### config.mk
export PLATFORM = sky130hd
export DESIGN_NAME = butterfly_xbar_in_pipe_flat
export DESIGN_NICKNAME = d
export VERILOG_FILES = /design/src/rtl/butterfly_xbar_in_pipe_if.sv /design/src/rtl/butterfly_xbar_in_pipe.sv /design/src/flat_wrapper.sv
export SDC_FILE = /design/constraint.sdc
export NUM_CORES = 1
export LEC_CHECK = 0
export ABC_AREA = 1
export CORE_MARGIN = 2
export CORE_UTILIZATION = 45
export CTS_CLUSTER_DIAMETER = 120
export DETAILED_ROUTE_END_ITERATION = 6
export PLACE_DENSITY = 0.72
export SETUP_SLACK_MARGIN = 0.05
export SLEW_MARGIN = 20
export SYNTH_ARGS = -nofsm -noshare
export SYNTH_HDL_FRONTEND = slang
export SYNTH_SLANG_ARGS = --single-unit
### constraint.sdc
create_clock -name i_CLK -period 40 [get_ports i_CLK]
set_input_delay 8 -clock i_CLK [delete_from_list [all_inputs] [get_ports i_CLK]]
set_output_delay 8 -clock i_CLK [all_outputs]
set_load 0.02 [all_outputs]
### src/rtl/butterfly_xbar_in_pipe_if.sv
// Handshake and data bundle between the SRAM read path and the butterfly input crossbar.
interface butterfly_xbar_in_pipe_if #(
  parameter int DATA_W   = 32,
  parameter int LANES    = 4,
  parameter int STRIDE_W = 10
);
  logic [STRIDE_W-1:0]     i_STRIDE;
  logic [LANES*DATA_W-1:0] i_READ_OUTPUT1;
  logic [LANES*DATA_W-1:0] i_READ_OUTPUT2;
  logic                    i_VALID;
  logic                    o_READY;
  logic [LANES*DATA_W-1:0] o_BUTTERFLY_TOP;
  logic [LANES*DATA_W-1:0] o_BUTTERFLY_BOTTOM;
  logic                    o_VALID;
  logic                    i_READY;

  modport master (
    output i_STRIDE, i_READ_OUTPUT1, i_READ_OUTPUT2, i_VALID, i_READY,
    input  o_READY, o_BUTTERFLY_TOP, o_BUTTERFLY_BOTTOM, o_VALID
  );

  modport slave (
    input  i_STRIDE, i_READ_OUTPUT1, i_READ_OUTPUT2, i_VALID, i_READY,
    output o_READY, o_BUTTERFLY_TOP, o_BUTTERFLY_BOTTOM, o_VALID
  );
endinterface

### src/rtl/butterfly_xbar_in_pipe.sv
// Routes two read beats into LANES butterfly operand pairs for a power-of-two stride,
// behind an output register plus one skid register, with an output beat counter.
module butterfly_xbar_in_pipe #(
  parameter int DATA_W   = 32,
  parameter int LANES    = 4,
  parameter int STRIDE_W = 10,
  parameter int CNT_W    = 8
) (
  input  logic                          i_CLK,
  input  logic                          i_RST,
  input  logic                          i_CLEAR,
  butterfly_xbar_in_pipe_if.slave       bus,
  output logic [CNT_W-1:0]              o_BEAT_CNT
);
  localparam int LOG_L = $clog2(LANES);
  localparam int BUS_W = LANES * DATA_W;

  // log2 of the effective stride: msb of the stride, zero maps to 1, clamped to LANES
  function automatic int eff_stride_log(input logic [STRIDE_W-1:0] st);
    int p;
    p = 0;
    for (int i = 0; i < STRIDE_W; i++) begin
      p = st[i] ? i : p;
    end
    return (p > LOG_L) ? LOG_L : p;
  endfunction

  logic [DATA_W-1:0] w_s [2*LANES];
  logic [BUS_W-1:0]  top_s;
  logic [BUS_W-1:0]  bot_s;
  int                k_s;
  logic              accept_s;
  logic              drain_s;

  logic              or_valid_r;
  logic [BUS_W-1:0]  or_top_r;
  logic [BUS_W-1:0]  or_bot_r;
  logic              sk_valid_r;
  logic [BUS_W-1:0]  sk_top_r;
  logic [BUS_W-1:0]  sk_bot_r;
  logic              ready_r;
  logic [CNT_W-1:0]  cnt_r;

  // Unpack both read beats into one concatenated word array
  always_comb begin
    for (int j = 0; j < LANES; j++) begin
      w_s[j]         = bus.i_READ_OUTPUT1[j*DATA_W +: DATA_W];
      w_s[j + LANES] = bus.i_READ_OUTPUT2[j*DATA_W +: DATA_W];
    end
  end

  // Crossbar: every stride choice is built with constant indices, then selected
  always_comb begin
    k_s   = eff_stride_log(bus.i_STRIDE);
    top_s = '0;
    bot_s = '0;
    for (int k = 0; k <= LOG_L; k++) begin
      for (int b = 0; b < LANES; b++) begin
        top_s[b*DATA_W +: DATA_W] = (k_s == k)
          ? w_s[((b >> k) << (k + 1)) + (b % (1 << k))]
          : top_s[b*DATA_W +: DATA_W];
        bot_s[b*DATA_W +: DATA_W] = (k_s == k)
          ? w_s[((b >> k) << (k + 1)) + (b % (1 << k)) + (1 << k)]
          : bot_s[b*DATA_W +: DATA_W];
      end
    end
  end

  assign accept_s = bus.i_VALID & ready_r;
  assign drain_s  = or_valid_r & bus.i_READY;

  // Output and skid registers; ready tracks skid-empty, so accept never meets a full skid
  always_ff @(posedge i_CLK or posedge i_RST) begin
    if (i_RST) begin
      or_valid_r <= 1'b0;
      or_top_r   <= '0;
      or_bot_r   <= '0;
      sk_valid_r <= 1'b0;
      sk_top_r   <= '0;
      sk_bot_r   <= '0;
      ready_r    <= 1'b1;
    end else if (drain_s && sk_valid_r) begin
      or_top_r   <= sk_top_r;
      or_bot_r   <= sk_bot_r;
      or_valid_r <= 1'b1;
      sk_valid_r <= 1'b0;
      ready_r    <= 1'b1;
    end else if (accept_s && (!or_valid_r || drain_s)) begin
      or_top_r   <= top_s;
      or_bot_r   <= bot_s;
      or_valid_r <= 1'b1;
    end else if (accept_s) begin
      sk_top_r   <= top_s;
      sk_bot_r   <= bot_s;
      sk_valid_r <= 1'b1;
      ready_r    <= 1'b0;
    end else if (drain_s) begin
      or_valid_r <= 1'b0;
    end
  end

  // Output beat counter; clear wins over a simultaneous transfer
  always_ff @(posedge i_CLK or posedge i_RST) begin
    if (i_RST) begin
      cnt_r <= '0;
    end else if (i_CLEAR) begin
      cnt_r <= '0;
    end else if (drain_s) begin
      cnt_r <= cnt_r + CNT_W'(1);
    end
  end

  assign bus.o_VALID            = or_valid_r;
  assign bus.o_BUTTERFLY_TOP    = or_top_r;
  assign bus.o_BUTTERFLY_BOTTOM = or_bot_r;
  assign bus.o_READY            = ready_r;
  assign o_BEAT_CNT             = cnt_r;
endmodule

### src/flat_wrapper.sv
// flat-port wrapper written by rule: the top's interface ports become plain ports
module butterfly_xbar_in_pipe_flat 
#(
  parameter int DATA_W   = 32,
  parameter int LANES    = 4,
  parameter int STRIDE_W = 10,
  parameter int CNT_W    = 8
)
  (i_CLK, i_RST, i_CLEAR, o_BEAT_CNT, bus_i_STRIDE, bus_i_READ_OUTPUT1, bus_i_READ_OUTPUT2, bus_i_VALID, bus_i_READY, bus_o_READY, bus_o_BUTTERFLY_TOP, bus_o_BUTTERFLY_BOTTOM, bus_o_VALID);
  butterfly_xbar_in_pipe_if #(.DATA_W(DATA_W), .LANES(LANES), .STRIDE_W(STRIDE_W)) bus_i ();
  input  logic i_CLK;
  input  logic i_RST;
  input  logic i_CLEAR;
  output logic [CNT_W-1:0] o_BEAT_CNT;
  input wire logic [$bits(bus_i.i_STRIDE)-1:0] bus_i_STRIDE;
  input wire logic [$bits(bus_i.i_READ_OUTPUT1)-1:0] bus_i_READ_OUTPUT1;
  input wire logic [$bits(bus_i.i_READ_OUTPUT2)-1:0] bus_i_READ_OUTPUT2;
  input wire logic [$bits(bus_i.i_VALID)-1:0] bus_i_VALID;
  input wire logic [$bits(bus_i.i_READY)-1:0] bus_i_READY;
  output wire logic [$bits(bus_i.o_READY)-1:0] bus_o_READY;
  output wire logic [$bits(bus_i.o_BUTTERFLY_TOP)-1:0] bus_o_BUTTERFLY_TOP;
  output wire logic [$bits(bus_i.o_BUTTERFLY_BOTTOM)-1:0] bus_o_BUTTERFLY_BOTTOM;
  output wire logic [$bits(bus_i.o_VALID)-1:0] bus_o_VALID;
  assign bus_i.i_STRIDE = bus_i_STRIDE;
  assign bus_i.i_READ_OUTPUT1 = bus_i_READ_OUTPUT1;
  assign bus_i.i_READ_OUTPUT2 = bus_i_READ_OUTPUT2;
  assign bus_i.i_VALID = bus_i_VALID;
  assign bus_i.i_READY = bus_i_READY;
  assign bus_o_READY = bus_i.o_READY;
  assign bus_o_BUTTERFLY_TOP = bus_i.o_BUTTERFLY_TOP;
  assign bus_o_BUTTERFLY_BOTTOM = bus_i.o_BUTTERFLY_BOTTOM;
  assign bus_o_VALID = bus_i.o_VALID;
  butterfly_xbar_in_pipe #(.DATA_W(DATA_W), .LANES(LANES), .STRIDE_W(STRIDE_W), .CNT_W(CNT_W)) u_core (.i_CLK(i_CLK), .i_RST(i_RST), .i_CLEAR(i_CLEAR), .bus(bus_i), .o_BEAT_CNT(o_BEAT_CNT));
endmodule
# Yosys cells after proc, flatten, opt, wreduce, memory -nomap -nowiden

Cells that the tools add are included.

Memories kept: 0
ROM bits: 0
Bits in registers: 523
Bits in latches: 0
Word-level logic and storage cells: 80
Memory bits (writable): 0
Output and inout bits: 266

$mul: 0
$lt $le $gt $ge: 1
Muxes and demuxes: 50
Reductions and logical operators: 12
Eq/ne operators: 4
Shift-type cells: 0
Divide/modulo/power cells: 0
Add/subtract/negate cells: 1
Bitwise logic cells: 4

Operator list:

| operator                                                                          | number |
|---|---|
| 32-bit 2-to-1 mux                                                                 | 33 |
| 128-bit 2-to-1 mux                                                                | 4 |
| 32-bit by 2-bit == test with 1-bit output (second input constant)                 | 1 |
| 32-bit by 3-bit == test with 1-bit output (second input constant)                 | 1 |
| 32-bit by 3-bit greater-than comparator with 1-bit output (second input constant) | 1 |
| 32-bit zero test                                                                  | 1 |
| 8-bit 2-to-1 mux                                                                  | 2 |
| 1-bit 2-to-1 mux                                                                  | 11 |
| 8-bit by 1-bit adder with 8-bit output (second input constant)                    | 1 |
| 2-bit nonzero test                                                                | 3 |
| 2-bit AND reduction                                                               | 2 |
| 3-bit inequality test (second input constant)                                     | 1 |
| 3-bit AND reduction                                                               | 1 |
| 3-bit nonzero test                                                                | 1 |
| 1-bit AND                                                                         | 2 |
| 1-bit logical AND                                                                 | 2 |
| 2-bit by 1-bit inequality test with 1-bit output (second input constant)          | 1 |
| 1-bit NOT                                                                         | 2 |
| 1-bit zero test                                                                   | 1 |
| 1-bit logical OR                                                                  | 1 |

# Logic depth before layout (Yosys ltp)

Word-level depth: 17
Gate-level depth with buffers: 15
Gate-level depth less buffers: 13

# Worst setup path after synthesis

OpenSTA, ideal clock, no wires.

Path kind: input port to flip-flop
From: input port bus_i_STRIDE[4]
To: register u_core.or_bot_r[70] (netlist: u_core.bus.o_BUTTERFLY_BOTTOM[70])
Data arrival time: 9.068 ns
Cell stages on the path: 10
Slack: 30.815 ns
Library setup time: 0.117 ns
Cells stage by stage: nor2_1 > nand4_1 > nor3_4 > nand3_1 > buf_2 > buf_2 > nand2_1 > o21ai_1 > nand2_1 > nand2_1

Longest elaborated chain between the ends: 14

Ends and longest elaborated chain:

| item                                                      | line                         | source |
|---|---|---|
| from (decl)                                               | flat_wrapper.sv:15           | `input wire logic [$bits(bus_i.i_STRIDE)-1:0] bus_i_STRIDE;` |
| 32-bit 2-to-1 mux (*) (6 in a row)                        | butterfly_xbar_in_pipe.sv:23 | `p = st[i] ? i : p;` |
| 32-bit by 3-bit greater-than comparator with 1-bit output | butterfly_xbar_in_pipe.sv:25 | `return (p > LOG_L) ? LOG_L : p;` |
| 32-bit 2-to-1 mux (*)                                     | butterfly_xbar_in_pipe.sv:25 |  |
| 32-bit zero test                                          | butterfly_xbar_in_pipe.sv:62 | `bot_s[b*DATA_W +: DATA_W] = (k_s == k)` |
| 32-bit 2-to-1 mux (2 in a row)                            | butterfly_xbar_in_pipe.sv:63 | `? w_s[((b >> k) << (k + 1)) + (b % (1 << k)) + (1 << k)]` |
| 32-bit 2-to-1 mux (*)                                     | butterfly_xbar_in_pipe.sv:63 |  |
| 128-bit 2-to-1 mux (*)                                    | butterfly_xbar_in_pipe.sv:88 | `end else if (accept_s && (!or_valid_r \|\| drain_s)) begin` |
| 128-bit 2-to-1 mux (*)                                    | butterfly_xbar_in_pipe.sv:82 | `end else if (drain_s && sk_valid_r) begin` |
| to (signal assigned)                                      | butterfly_xbar_in_pipe.sv:84 | `or_bot_r <= sk_bot_r;` |
| to (signal assigned)                                      | butterfly_xbar_in_pipe.sv:90 | `or_bot_r <= bot_s;` |
| to (decl)                                                 | butterfly_xbar_in_pipe.sv:37 | `logic [BUS_W-1:0] or_bot_r;` |

Mark *: on every way between the ends. The rest lies on a longest branch, timed or not. The select of a mux whose other input is x is not followed.
A chain may end at the register's enable or synchronous reset.

# Worst setup path after layout

From: input port bus_i_STRIDE[9]
To: register u_core.or_bot_r[32] (netlist: u_core.bus.o_BUTTERFLY_BOTTOM[32])

Longest elaborated chain between the ends: 9

Ends and longest elaborated chain:

| item                                                      | line |
|---|---|
| 32-bit 2-to-1 mux (*)                                     | butterfly_xbar_in_pipe.sv:23 |
| 32-bit by 3-bit greater-than comparator with 1-bit output | butterfly_xbar_in_pipe.sv:25 |
| 32-bit 2-to-1 mux (*)                                     | butterfly_xbar_in_pipe.sv:25 |
| 32-bit zero test                                          | butterfly_xbar_in_pipe.sv:62 |
| 32-bit 2-to-1 mux (2 in a row)                            | butterfly_xbar_in_pipe.sv:63 |
| 32-bit 2-to-1 mux (*)                                     | butterfly_xbar_in_pipe.sv:63 |
| 128-bit 2-to-1 mux (*)                                    | butterfly_xbar_in_pipe.sv:88 |
| 128-bit 2-to-1 mux (*)                                    | butterfly_xbar_in_pipe.sv:82 |

Marks and branches as above.

==> run metrics <==
weighted congestion reported at the end of routability-driven placement a little over 0.8; clock sinks 523; post-synthesis simple-gate area fraction 25.6%; final critical-path share of the clock period around 28%; Avg Vias per Cell about 5.3; slew of the pin with the lowest slew margin about 1.1 ns; global-route wire length before repair roughly 130000 µm; Fin Setup TNS 0 ns; area of the die about 0.057 mm²; reported max-cap violation count 0; largest driver fanout on the critical path 181; reg2reg start u_core.bus.o_VALID$_DFFE_PP0P_; clock latency on the worst-skew pair ~0.62 ns; flop2flop setup slack 36.47 ns; Max Freq approximately 88 MHz; power per unit of standard cell area ~35 mW/mm²; fraction of the mapped netlist area in compound gates approximately an eighth; number of global-route vias before repair 21.6k; main flop type after synthesis sky130_fd_sc_hd__dfrtp_1; leakage power 15.8 nW; total congestion overflow 0; worst relative slew slack between 20 and 30%; number of synthesized flops with an enable pin 0; Inserted Clock Buffers 56; endpoint class of the critical path register; data arrival time of the worst path roughly 12 ns; met3 capacity usage during global routing under 10%; number of antenna violations at the first check in global routing 12; number of search-and-repair iterations in the first detailed-routing pass 6; type of the tightest min-delay check reg -> reg; first element of the critical path bus_i_STRIDE[9]; post-synth top area share 53.0%; most used routing layer in global routing met2; DRC violation count after routing 0; mean routed wirelength per cell 19.0 µm; setup fix buffers added after clock tree synthesis 0; clock tree skew after final layout about 0.027 ns; Mapped Nets approximately 3.3k; start point of the worst min-delay path u_core.sk_bot_r[84]$_DFFE_PP0P_; H-tree level count 2; fraction of the yosys area taken by sequential cells 53.1%; met2 routing resource usage after global routing 46.1%; # setup viols final 0; adder-cell area share of the yosys netlist 0.0508%; Cell Area, Synth about 0.025 mm²; leading cell types by total area after synthesis sky130_fd_sc_hd__dfrtp_1 53%, sky130_fd_sc_hd__nand2_1 20%, sky130_fd_sc_hd__a22o_1 4.6%, sky130_fd_sc_hd__inv_1 4.4%, sky130_fd_sc_hd__nand3_1 3.4%; number of instances resized during post-cts repair 0; Avg Synthesized Cell Area ~8 µm²; clock tree root driver cell sky130_fd_sc_hd__clkbuf_16; clock tree from TritonCTS yes; XOR/XNOR Fraction of Synth Area less than 1%; vias after detailed routing approximately 22k; most frequently used cell type in the post-synthesis netlist sky130_fd_sc_hd__nand2_1; final WL a little over 80000 µm; post-synth cell types 27; multiplexer share of the synthesized area 0%; worst hold slack 0.479 ns; Ports around 540; final hold violation count 0; run status completed; die width around 240 µm; combinational family with the most area after synthesis simple AND/OR/NAND/NOR gates; grt met1 use a little over a third; Initial Utilization between 40% and 50%; Final HPWL DP approximately 50000 µm; total of hold buffers inserted after clock tree synthesis 0; count of nets after finishing between 3k and 4k; post-synthesis cell type with the largest combined area sky130_fd_sc_hd__dfrtp_1; Longest Clk Path Bufs 3; fraction of registers with async set or reset after synthesis 100%; critical path type in -> reg; Total GRT Usage between 20 and 30%; number of DRC violations after detailed-routing iteration 0 around 1.9k; number of instances in the synthesized netlist 3077; Final Critical Period approximately 11 ns; max-slew violations 0; flip-flop and latch count after synthesis 523; Worst IR Drop VDD 31.3 µV; RSZ-0062 raised after global routing no; Detail Route Antenna Nets 0; maximum number of pins on one net before global-route repair approximately 180; Req. time, crit path 40.46 ns; share of the core filled with cells 59.8%; synth warn 0; Placement Rows 85; share of layout cells above drive strength 1 about 4.7%; Critical Path Source Type input pin; synthesis-to-layout area growth 30.9%; register clock-pin slew on the reported worst setup and hold paths about 0.060 ns; Port Buffers 535; area of the placeable core roughly 0.054 mm²; chip height 238 µm; Post-synth top cells 1331 x sky130_fd_sc_hd__nand2_1, 522 x sky130_fd_sc_hd__dfrtp_1, 286 x sky130_fd_sc_hd__inv_1, 165 x sky130_fd_sc_hd__nand3_1, 165 x sky130_fd_sc_hd__o21ai_0
==> registers in the layout (all words and copies together), names as in the netlist <==
register	cells
u_core.sk_valid_r	1
u_core.sk_top_r	128
u_core.sk_bot_r	128
u_core.bus.o_VALID	1
u_core.bus.o_BUTTERFLY_BOTTOM	128
u_core.bus.o_READY	1
u_core.o_BEAT_CNT	8
u_core.bus.o_BUTTERFLY_TOP	128
==> report_power, final <==
group,total (W),switching (W),internal (W)
Combinational,0.0000660,0.0000358,0.0000302
Clock,0.000547,0.000221,0.000325
Sequential,0.000529,0.00000000000000000000545,0.000529
==> logic make-up after synthesis <==
group | count (synthesis)
AND/OR/NAND/NOR | 1576
flip-flops | 523
buffers and inverters | 517
AO/OA/AOI/OAI | 459
XOR/XNOR | 1
adder cells (fa/ha/maj) | 1
==> per-layer routing <==
layer,routed length (µm),share of wire [%]
met3,6410,7.9
met5,47,0.058
met1,32500,40
met2,38100,47
met4,3650,4.5
==> worst max-delay path: stages <==
cell and delay (ns):
sky130_fd_sc_hd__clkdlybuf4s50_1 0.41, sky130_fd_sc_hd__inv_2 0.05, sky130_fd_sc_hd__buf_4 0.48, sky130_fd_sc_hd__nand4_1 0.25
sky130_fd_sc_hd__nor3_4 0.48, sky130_fd_sc_hd__buf_12 0.59, sky130_fd_sc_hd__buf_4 0.73, sky130_fd_sc_hd__o21ai_0 0.40
sky130_fd_sc_hd__nand2_1 0.14, sky130_fd_sc_hd__o211ai_1 0.09
==> final timing paths <==
check	to	depth (start not counted)
min in group asynchronous	u_core.bus.o_BUTTERFLY_BOTTOM[103]$_DFFE_PP0P_	2
hold reg to reg	u_core.sk_bot_r[84]$_DFFE_PP0P_	2
max in group asynchronous	u_core.bus.o_BUTTERFLY_BOTTOM[13]$_DFFE_PP0P_	5
setup / recovery	u_core.bus.o_BUTTERFLY_BOTTOM[32]$_DFFE_PP0P_	10
hold / removal	u_core.sk_bot_r[84]$_DFFE_PP0P_	2
setup reg to reg	u_core.bus.o_BUTTERFLY_BOTTOM[25]$_DFFE_PP0P_	9
==> cell usage in the layout, fill, tap and decap left out, types with 19 or more instances in the layout <==
| master | count |
|---|---|
| sky130_fd_sc_hd__a22o_1 | 128 |
| sky130_fd_sc_hd__buf_4 | 27 |
| sky130_fd_sc_hd__clkbuf_16 | 58 |
| sky130_fd_sc_hd__clkbuf_8 | 19 |
| sky130_fd_sc_hd__clkdlybuf4s50_1 | 535 |
| sky130_fd_sc_hd__clkinv_1 | 19 |
| sky130_fd_sc_hd__dfrtp_1 | 522 |
| sky130_fd_sc_hd__inv_1 | 285 |
| sky130_fd_sc_hd__nand2_1 | 1329 |
| sky130_fd_sc_hd__nand3_1 | 164 |
| sky130_fd_sc_hd__nand4_1 | 65 |
| sky130_fd_sc_hd__o211ai_1 | 96 |
| sky130_fd_sc_hd__o21ai_0 | 165 |
| sky130_fd_sc_hd__o21ai_1 | 34 |
| sky130_fd_sc_hd__o21ai_2 | 30 |
==> through the flow <==
| step | instances | area, µm² | setup slack, ns | total power, W |
|---|---|---|---|---|
| floorplan | 3077 | 24600 | 17.39 | 0.000564 |
| detailed placement | 4130 | 30200 | 28.14 | 0.000605 |
| global route | 4240 | 32200 | 28.56 | 0.00118 |
| global placement | 4130 | 30200 | 28.14 | 0.000605 |
| finish | 4245 | 32200 | 28.66 | 0.00114 |
| CTS | 4234 | 32200 | 28.78 | 0.00115 |
==> cell type report <==
| cell class | instances | area, µm² |
|---|---|---|
| multi-input combinational | 2037 | 9500 |
| inverter | 310 | 1180 |
| clock buffer | 88 | 1750 |
| tap | 696 | 871 |
| antenna | 10 | 25.0 |
| sequential | 523 | 13100 |
| timing repair buffer | 565 | 5620 |
| clock inverter | 16 | 196 |
| fill | 4754 | 21700 |
Power figures use the tool's default switching activity.
